[src/rtl/calculator_param.sv]
// calculator_param: debounced four-switch hex calculator, ADD/SUB with borrow, result chaining; MUL when CALC_MULTIPLY_EN is defined
module calculator_param #(
  parameter int c_WIDTH          = 8,
  parameter int c_DEBOUNCE_LIMIT = 250000
) (
  input  logic               i_Clk,
  input  logic               i_Rst,
  input  logic               i_Switch_1,
  input  logic               i_Switch_2,
  input  logic               i_Switch_3,
  input  logic               i_Switch_4,
  output logic [c_WIDTH-1:0] o_Result,
  output logic               o_Valid,
  output logic               o_Overflow,
  output logic [1:0]         o_Op,
  output logic [6:0]         o_Segment1,
  output logic [6:0]         o_Segment2
);
  localparam int DW = $clog2(c_DEBOUNCE_LIMIT + 1);
  localparam logic [1:0] OP_ADD = 2'b00;
  localparam logic [1:0] OP_SUB = 2'b01;
`ifdef CALC_MULTIPLY_EN
  localparam logic [1:0] OP_MUL = 2'b10;
  localparam int MW = $clog2(c_WIDTH + 1);
`endif
  typedef enum logic [1:0] {ENTRY, COMPUTE, RESULT} state_t;
  logic [3:0] raw, filt, filt_q, press;
  state_t state, state_n;
  logic [c_WIDTH-1:0] a, a_n, b, b_n, res, res_n, shown;
  logic [1:0] op, op_n, op_next;
  logic last_b, last_b_n, ovf, ovf_n;
  logic [c_WIDTH:0] sum;
  logic [7:0] disp;
`ifdef CALC_MULTIPLY_EN
  logic [2*c_WIDTH-1:0] mcand, mcand_n, prod, prod_n;
  logic [c_WIDTH-1:0] mplier, mplier_n;
  logic [MW-1:0] mcnt, mcnt_n;
`endif
  assign raw = {i_Switch_4, i_Switch_3, i_Switch_2, i_Switch_1};
  for (genvar i = 0; i < 4; i++) begin : g_db
    logic [DW-1:0] cnt;
    logic f;
    always_ff @(posedge i_Clk)
      if (i_Rst) begin
        cnt <= '0;
        f   <= 1'b0;
      end else if (raw[i] == f) cnt <= '0;
      else if (cnt == DW'(c_DEBOUNCE_LIMIT - 1)) begin
        cnt <= '0;
        f   <= raw[i];
      end else cnt <= cnt + DW'(1);
    assign filt[i] = f;
  end
  always_ff @(posedge i_Clk) filt_q <= i_Rst ? 4'b0 : filt;
  assign press = filt & ~filt_q;
  assign sum = {1'b0, a} + {1'b0, b};
`ifdef CALC_MULTIPLY_EN
  assign op_next = op == OP_ADD ? OP_SUB : (op == OP_SUB ? OP_MUL : OP_ADD);
`else
  assign op_next = op == OP_ADD ? OP_SUB : OP_ADD;
`endif
  always_ff @(posedge i_Clk)
    if (i_Rst) begin
      state  <= ENTRY;
      a      <= '0;
      b      <= '0;
      op     <= OP_ADD;
      last_b <= 1'b0;
      res    <= '0;
      ovf    <= 1'b0;
`ifdef CALC_MULTIPLY_EN
      mcand  <= '0;
      mplier <= '0;
      prod   <= '0;
      mcnt   <= '0;
`endif
    end else begin
      state  <= state_n;
      a      <= a_n;
      b      <= b_n;
      op     <= op_n;
      last_b <= last_b_n;
      res    <= res_n;
      ovf    <= ovf_n;
`ifdef CALC_MULTIPLY_EN
      mcand  <= mcand_n;
      mplier <= mplier_n;
      prod   <= prod_n;
      mcnt   <= mcnt_n;
`endif
    end
  always_comb begin
    state_n  = state;
    a_n      = a;
    b_n      = b;
    op_n     = op;
    last_b_n = last_b;
    res_n    = res;
    ovf_n    = ovf;
`ifdef CALC_MULTIPLY_EN
    mcand_n  = {{c_WIDTH{1'b0}}, a};
    mplier_n = b;
    prod_n   = '0;
    mcnt_n   = '0;
`endif
    case (state)
      ENTRY:
        if (press[3]) state_n = COMPUTE;
        else if (press[2]) op_n = op_next;
        else begin
          if (press[0]) begin
            a_n      = a + c_WIDTH'(1);
            last_b_n = 1'b0;
          end
          if (press[1]) begin
            b_n      = b + c_WIDTH'(1);
            last_b_n = 1'b1;
          end
        end
      COMPUTE:
        if (op == OP_SUB) begin
          res_n   = a - b;
          ovf_n   = a < b;
          state_n = RESULT;
        end
`ifdef CALC_MULTIPLY_EN
        else if (op == OP_MUL) begin
          mcand_n  = mcand << 1;
          mplier_n = mplier >> 1;
          prod_n   = prod + (mplier[0] ? mcand : '0);
          mcnt_n   = mcnt + MW'(1);
          if (mcnt == MW'(c_WIDTH)) begin
            res_n   = prod[c_WIDTH-1:0];
            ovf_n   = |prod[2*c_WIDTH-1:c_WIDTH];
            state_n = RESULT;
          end
        end
`endif
        else begin
          {ovf_n, res_n} = sum;
          state_n        = RESULT;
        end
      RESULT:
        if (press[3]) begin
          a_n      = res;
          b_n      = '0;
          last_b_n = 1'b0;
          state_n  = ENTRY;
        end else if (|press[1:0]) begin
          a_n     = '0;
          b_n     = '0;
          state_n = ENTRY;
        end
      default: state_n = ENTRY;
    endcase
  end
  function automatic logic [6:0] seg7(input logic [3:0] n);
    case (n)
      4'h0: seg7 = 7'b0000001;
      4'h1: seg7 = 7'b1001111;
      4'h2: seg7 = 7'b0010010;
      4'h3: seg7 = 7'b0000110;
      4'h4: seg7 = 7'b1001100;
      4'h5: seg7 = 7'b0100100;
      4'h6: seg7 = 7'b0100000;
      4'h7: seg7 = 7'b0001111;
      4'h8: seg7 = 7'b0000000;
      4'h9: seg7 = 7'b0000100;
      4'hA: seg7 = 7'b0001000;
      4'hB: seg7 = 7'b1100000;
      4'hC: seg7 = 7'b0110001;
      4'hD: seg7 = 7'b1000010;
      4'hE: seg7 = 7'b0110000;
      default: seg7 = 7'b0111000;
    endcase
  endfunction
  assign shown      = state == RESULT ? res : (last_b ? b : a);
  assign disp       = 8'(shown);
  assign o_Segment1 = seg7(disp[7:4]);
  assign o_Segment2 = seg7(disp[3:0]);
  assign o_Result   = res;
  assign o_Overflow = ovf;
  assign o_Valid    = state == RESULT;
  assign o_Op       = op;
endmodule

[config.mk]
export PLATFORM = sky130hd
export DESIGN_NAME = calculator_param
export DESIGN_NICKNAME = d
export VERILOG_FILES = /design/src/rtl/calculator_param.sv
export SDC_FILE = /design/constraint.sdc
export NUM_CORES = 1
export LEC_CHECK = 0
export CORE_MARGIN = 8
export CORE_UTILIZATION = 45
export DETAILED_ROUTE_END_ITERATION = 10
export PLACE_DENSITY_LB_ADDON = 0.08
export SLEW_MARGIN = 20
export SYNTH_ARGS = -nofsm -noshare
export SYNTH_HDL_FRONTEND = slang
export SYNTH_SLANG_ARGS = --single-unit
[constraint.sdc]
create_clock -name i_Clk -period 2.7 [get_ports i_Clk]
set_clock_uncertainty 0.2 [all_clocks]
set_input_delay 0.54 -clock i_Clk [delete_from_list [all_inputs] [get_ports i_Clk]]
set_output_delay 0.54 -clock i_Clk [all_outputs]
set_load 0.05 [all_outputs]
==> summary.txt <==
Dpl hpwl: 10.3 mm
Most frequent cell after synthesis: nor2_1
Startpoint types: flop
Maximum fanout along the worst path: 9
Worst VDD drop: 0.000464 V
R2r setup slk: 0.24 ns
Yosys top cell area share: 35.7%
Worst hold endpoint: g_db[1].cnt[0]
Unique masters post-synth: 58
Die height: 133 microns
Hold_sp: g_db[1].cnt[0]
PortBufs: 30
Worst hold path type: flop to flop
Drt via density: 5.30
RR Endpoint: o_Result[7]
Reg2reg path depth: 6
Die X: 133 microns
Period utilisation layout: 107%
Register area share after synthesis: 35.7%
Num CTS Buffers: 9
Worst setup path class: flop to output port
Data required, critical path: 1.96 ns
Fin crit period: 2.89 ns
Syn_area_per_cell: 8.22 sq um
H-tree levels: 3
First drt pass iteration count: 5
Pwr Density: 384 mW/mm^2
Slowest-stage cell, CP: dfxtp_4
First-pass GRT wire length: 23.9 mm
DRT antenna net count: 0
CP max stage delay: 0.43 ns
Drt wl/cell: 14.5 microns
Top post-synthesis cells by count: nor2_1 (136), dfxtp_1 (109), nand2_1 (49)
Mapped Area: 0.00611 sq mm
Final hold slack: 0.244 ns
Failing checks: negative setup slack
Dominant cell type by area after synthesis: dfxtp_1
Hold buffer count at cts: 0
Clock transition at path regs: 0.07 ns
Worst slew pin tran: 0.644 ns
Post-route setup slack: -0.192 ns
Mapped Cells: 744
Critical Path AT: 2.15 ns
Lkg Pwr: 2.80 nW
Synth warnings: 0
Via count: 5251
Pins over their slew limit: 0
Final wirelength: 14.4 mm
EDFF count, synth: 0
Initial antenna violation count: 0
Largest net degree at the start of global routing: 29
Final core utilization: 58.7%
Initial Util: 46.2%
ANT cells: 0
Overall routing resource usage: 16.2%
Post-synthesis register bit count: 109
Root Buffer: clkbuf_16
Main synth FF type: dfxtp_1
Die area: 0.0176 sq mm
Vias in the first global route: 5103
IO Count: 32
TritonCTS clock tree: yes
Setup-failing EPs final: 14
Crit. End Element: output port
Mapped Nets: 787
Gpl congestion: 0.882
Clock Path Buffers: 2
Setup repair after global routing missed its margin: yes
Max-cap violation count: 0
Starting DRC count in detailed routing: 224
Worst r2r src: b[2]
Area grow syn2layout: 27.1%
Async set-or-reset flop fraction in the synthesized netlist: 0%
Final hold vios: 0
DRC: 0
Area contributors post-synth: dfxtp_1 (36%), nor2_1 (8.4%), ha_1 (7.2%)
Site Rows: 42
Clock sinks: 109
Status: finished with violations
Critical Path, Cell by Cell: mux2i_1, nor2_2, a21oi_4, inv_2, ha_4, nor2b_4, a21o_1, a22o_4, buf_8
Share of layout cells above drive strength 1: 19.9%
Clock Latency Late Sink: 0.35 ns
Maximum clock rate: 346 MHz
CORE AREA: 0.0132 sq mm
Remaining Overflow, GRT: 0
Hold depth: 1
Rel. slew slack: 56.7%
Nets: 854
## placed cells by master, fill, tap and decap left out, types with 6 or more instances in the layout
cell type        instances
nor2_1                 132
dfxtp_1                104
nand2_1                 46
nand3_1                 41
buf_4                   40
xnor2_1                 37
xor2_1                  36
inv_1                   30
ha_1                    28
a21oi_1                 23
nor3_1                  18
buf_6                   16
nand4_1                 15
o21ai_0                 15
clkdlybuf4s50_1         15
nor2b_1                 11
buf_12                  11
mux2i_1                 10
nor4_1                   9
and3_1                   9
clkbuf_16                9
nand2b_1                 8
or2_2                    7
a21oi_4                  6
ha_4                     6
## registers in the layout, summed over array words and instances (netlist names)
signal	cells
a	8
b	8
filt_q	4
g_db.cnt	72
g_db.f	4
last_b	1
o_Op	1
o_Overflow	1
o_Result	8
state	2
## cell families after synthesis
| kind of cell | count (synthesis) | synth area share, % |
|---|---|---|
| simple gates | 339 | 26.7 |
| other cells | 1 | 0.0613 |
| flops | 109 | 35.7 |
| compound gates | 101 | 11.1 |
| xor+xnor | 73 | 10.5 |
| fa+ha+maj | 37 | 7.82 |
| mux | 21 | 3.56 |
| buf+inv | 63 | 4.56 |
## worst max-delay path, delay by kind of cell, from the launching register on
kind | cells | cell delay (ns)
DFF | 1 | 0.43
adders and majority gates | 1 | 0.16
buffers and inverters | 2 | 0.22
and+or+nand+nor | 2 | 0.21
AOI/OAI and AO/OA | 3 | 0.55
muxes | 1 | 0.25
## layout make-up
class	instances	area (sq um)
clock buffer	11	243
clock inverter	3	46.3
fill	1176	5470
inverter	34	130
multi-input combinational	572	4050
sequential	109	2190
tap	176	220
timing repair buffer	84	881
timing repair inverter	1	7.51
## report_power, final
part / switching [W] / total (W) / internal [W]
Sequential: 0.00000493 / 0.00162 / 0.00161
Combinational: 0.0000396 / 0.0000565 / 0.0000169
Clock: 0.000576 / 0.00131 / 0.000738
Total: 0.000621 / 0.00299 / 0.00237
## worst max-delay path by stage
stage	start	end	slack [ns]	cells after the start
4_1_cts	last_b	o_Segment2[0]	-0.21	10
6_report	last_b	o_Segment2[0]	-0.19	9
3_5_place_dp	last_b	o_Segment2[6]	0.04	8
3_3_place_gp	state[0]	o_Segment1[0]	0.11	10
2_1_floorplan	state[0]	o_Segment2[0]	-0.002	11
5_1_grt	state[0]	o_Segment2[0]	-0.29	9
## timing repair
| item | in CTS | in global routing |
|---|---|---|
| endpoints found under the setup margin | 14 | 14 |
| pin swaps | 18 | 11 |
| gates resized for setup | 52 | 27 |
| setup buffers | 18 | 4 |
| cloned | 1 | 0 |
## per-stage QoR
stage / setup TNS, ns / power (W) / area (sq um) / setup slack, ns / cells
2_1_floorplan: -0.00158 / 0.00170 / 6290 / -0.00151 / 744
3_3_place_gp: 0 / 0.00171 / 7000 / 0.114 / 954
3_5_place_dp: 0 / 0.00171 / 7000 / 0.0388 / 954
4_1_cts: -2.11 / 0.00303 / 7650 / -0.214 / 987
5_1_grt: -2.81 / 0.00310 / 7770 / -0.287 / 990
6_report: -1.61 / 0.00299 / 7770 / -0.192 / 990
## metal layers
metal / vias to the layer above / track usage [%] / share of wire [%]
li1: 2691 / - / -
met1: 2439 / 19.5 / 46
met2: 103 / 27.6 / 49
met3: 18 / 4.20 / 4.0
met4: 0 / 4.73 / 1.4
met5: - / 0 / 0
Power figures use the tool's default switching activity.
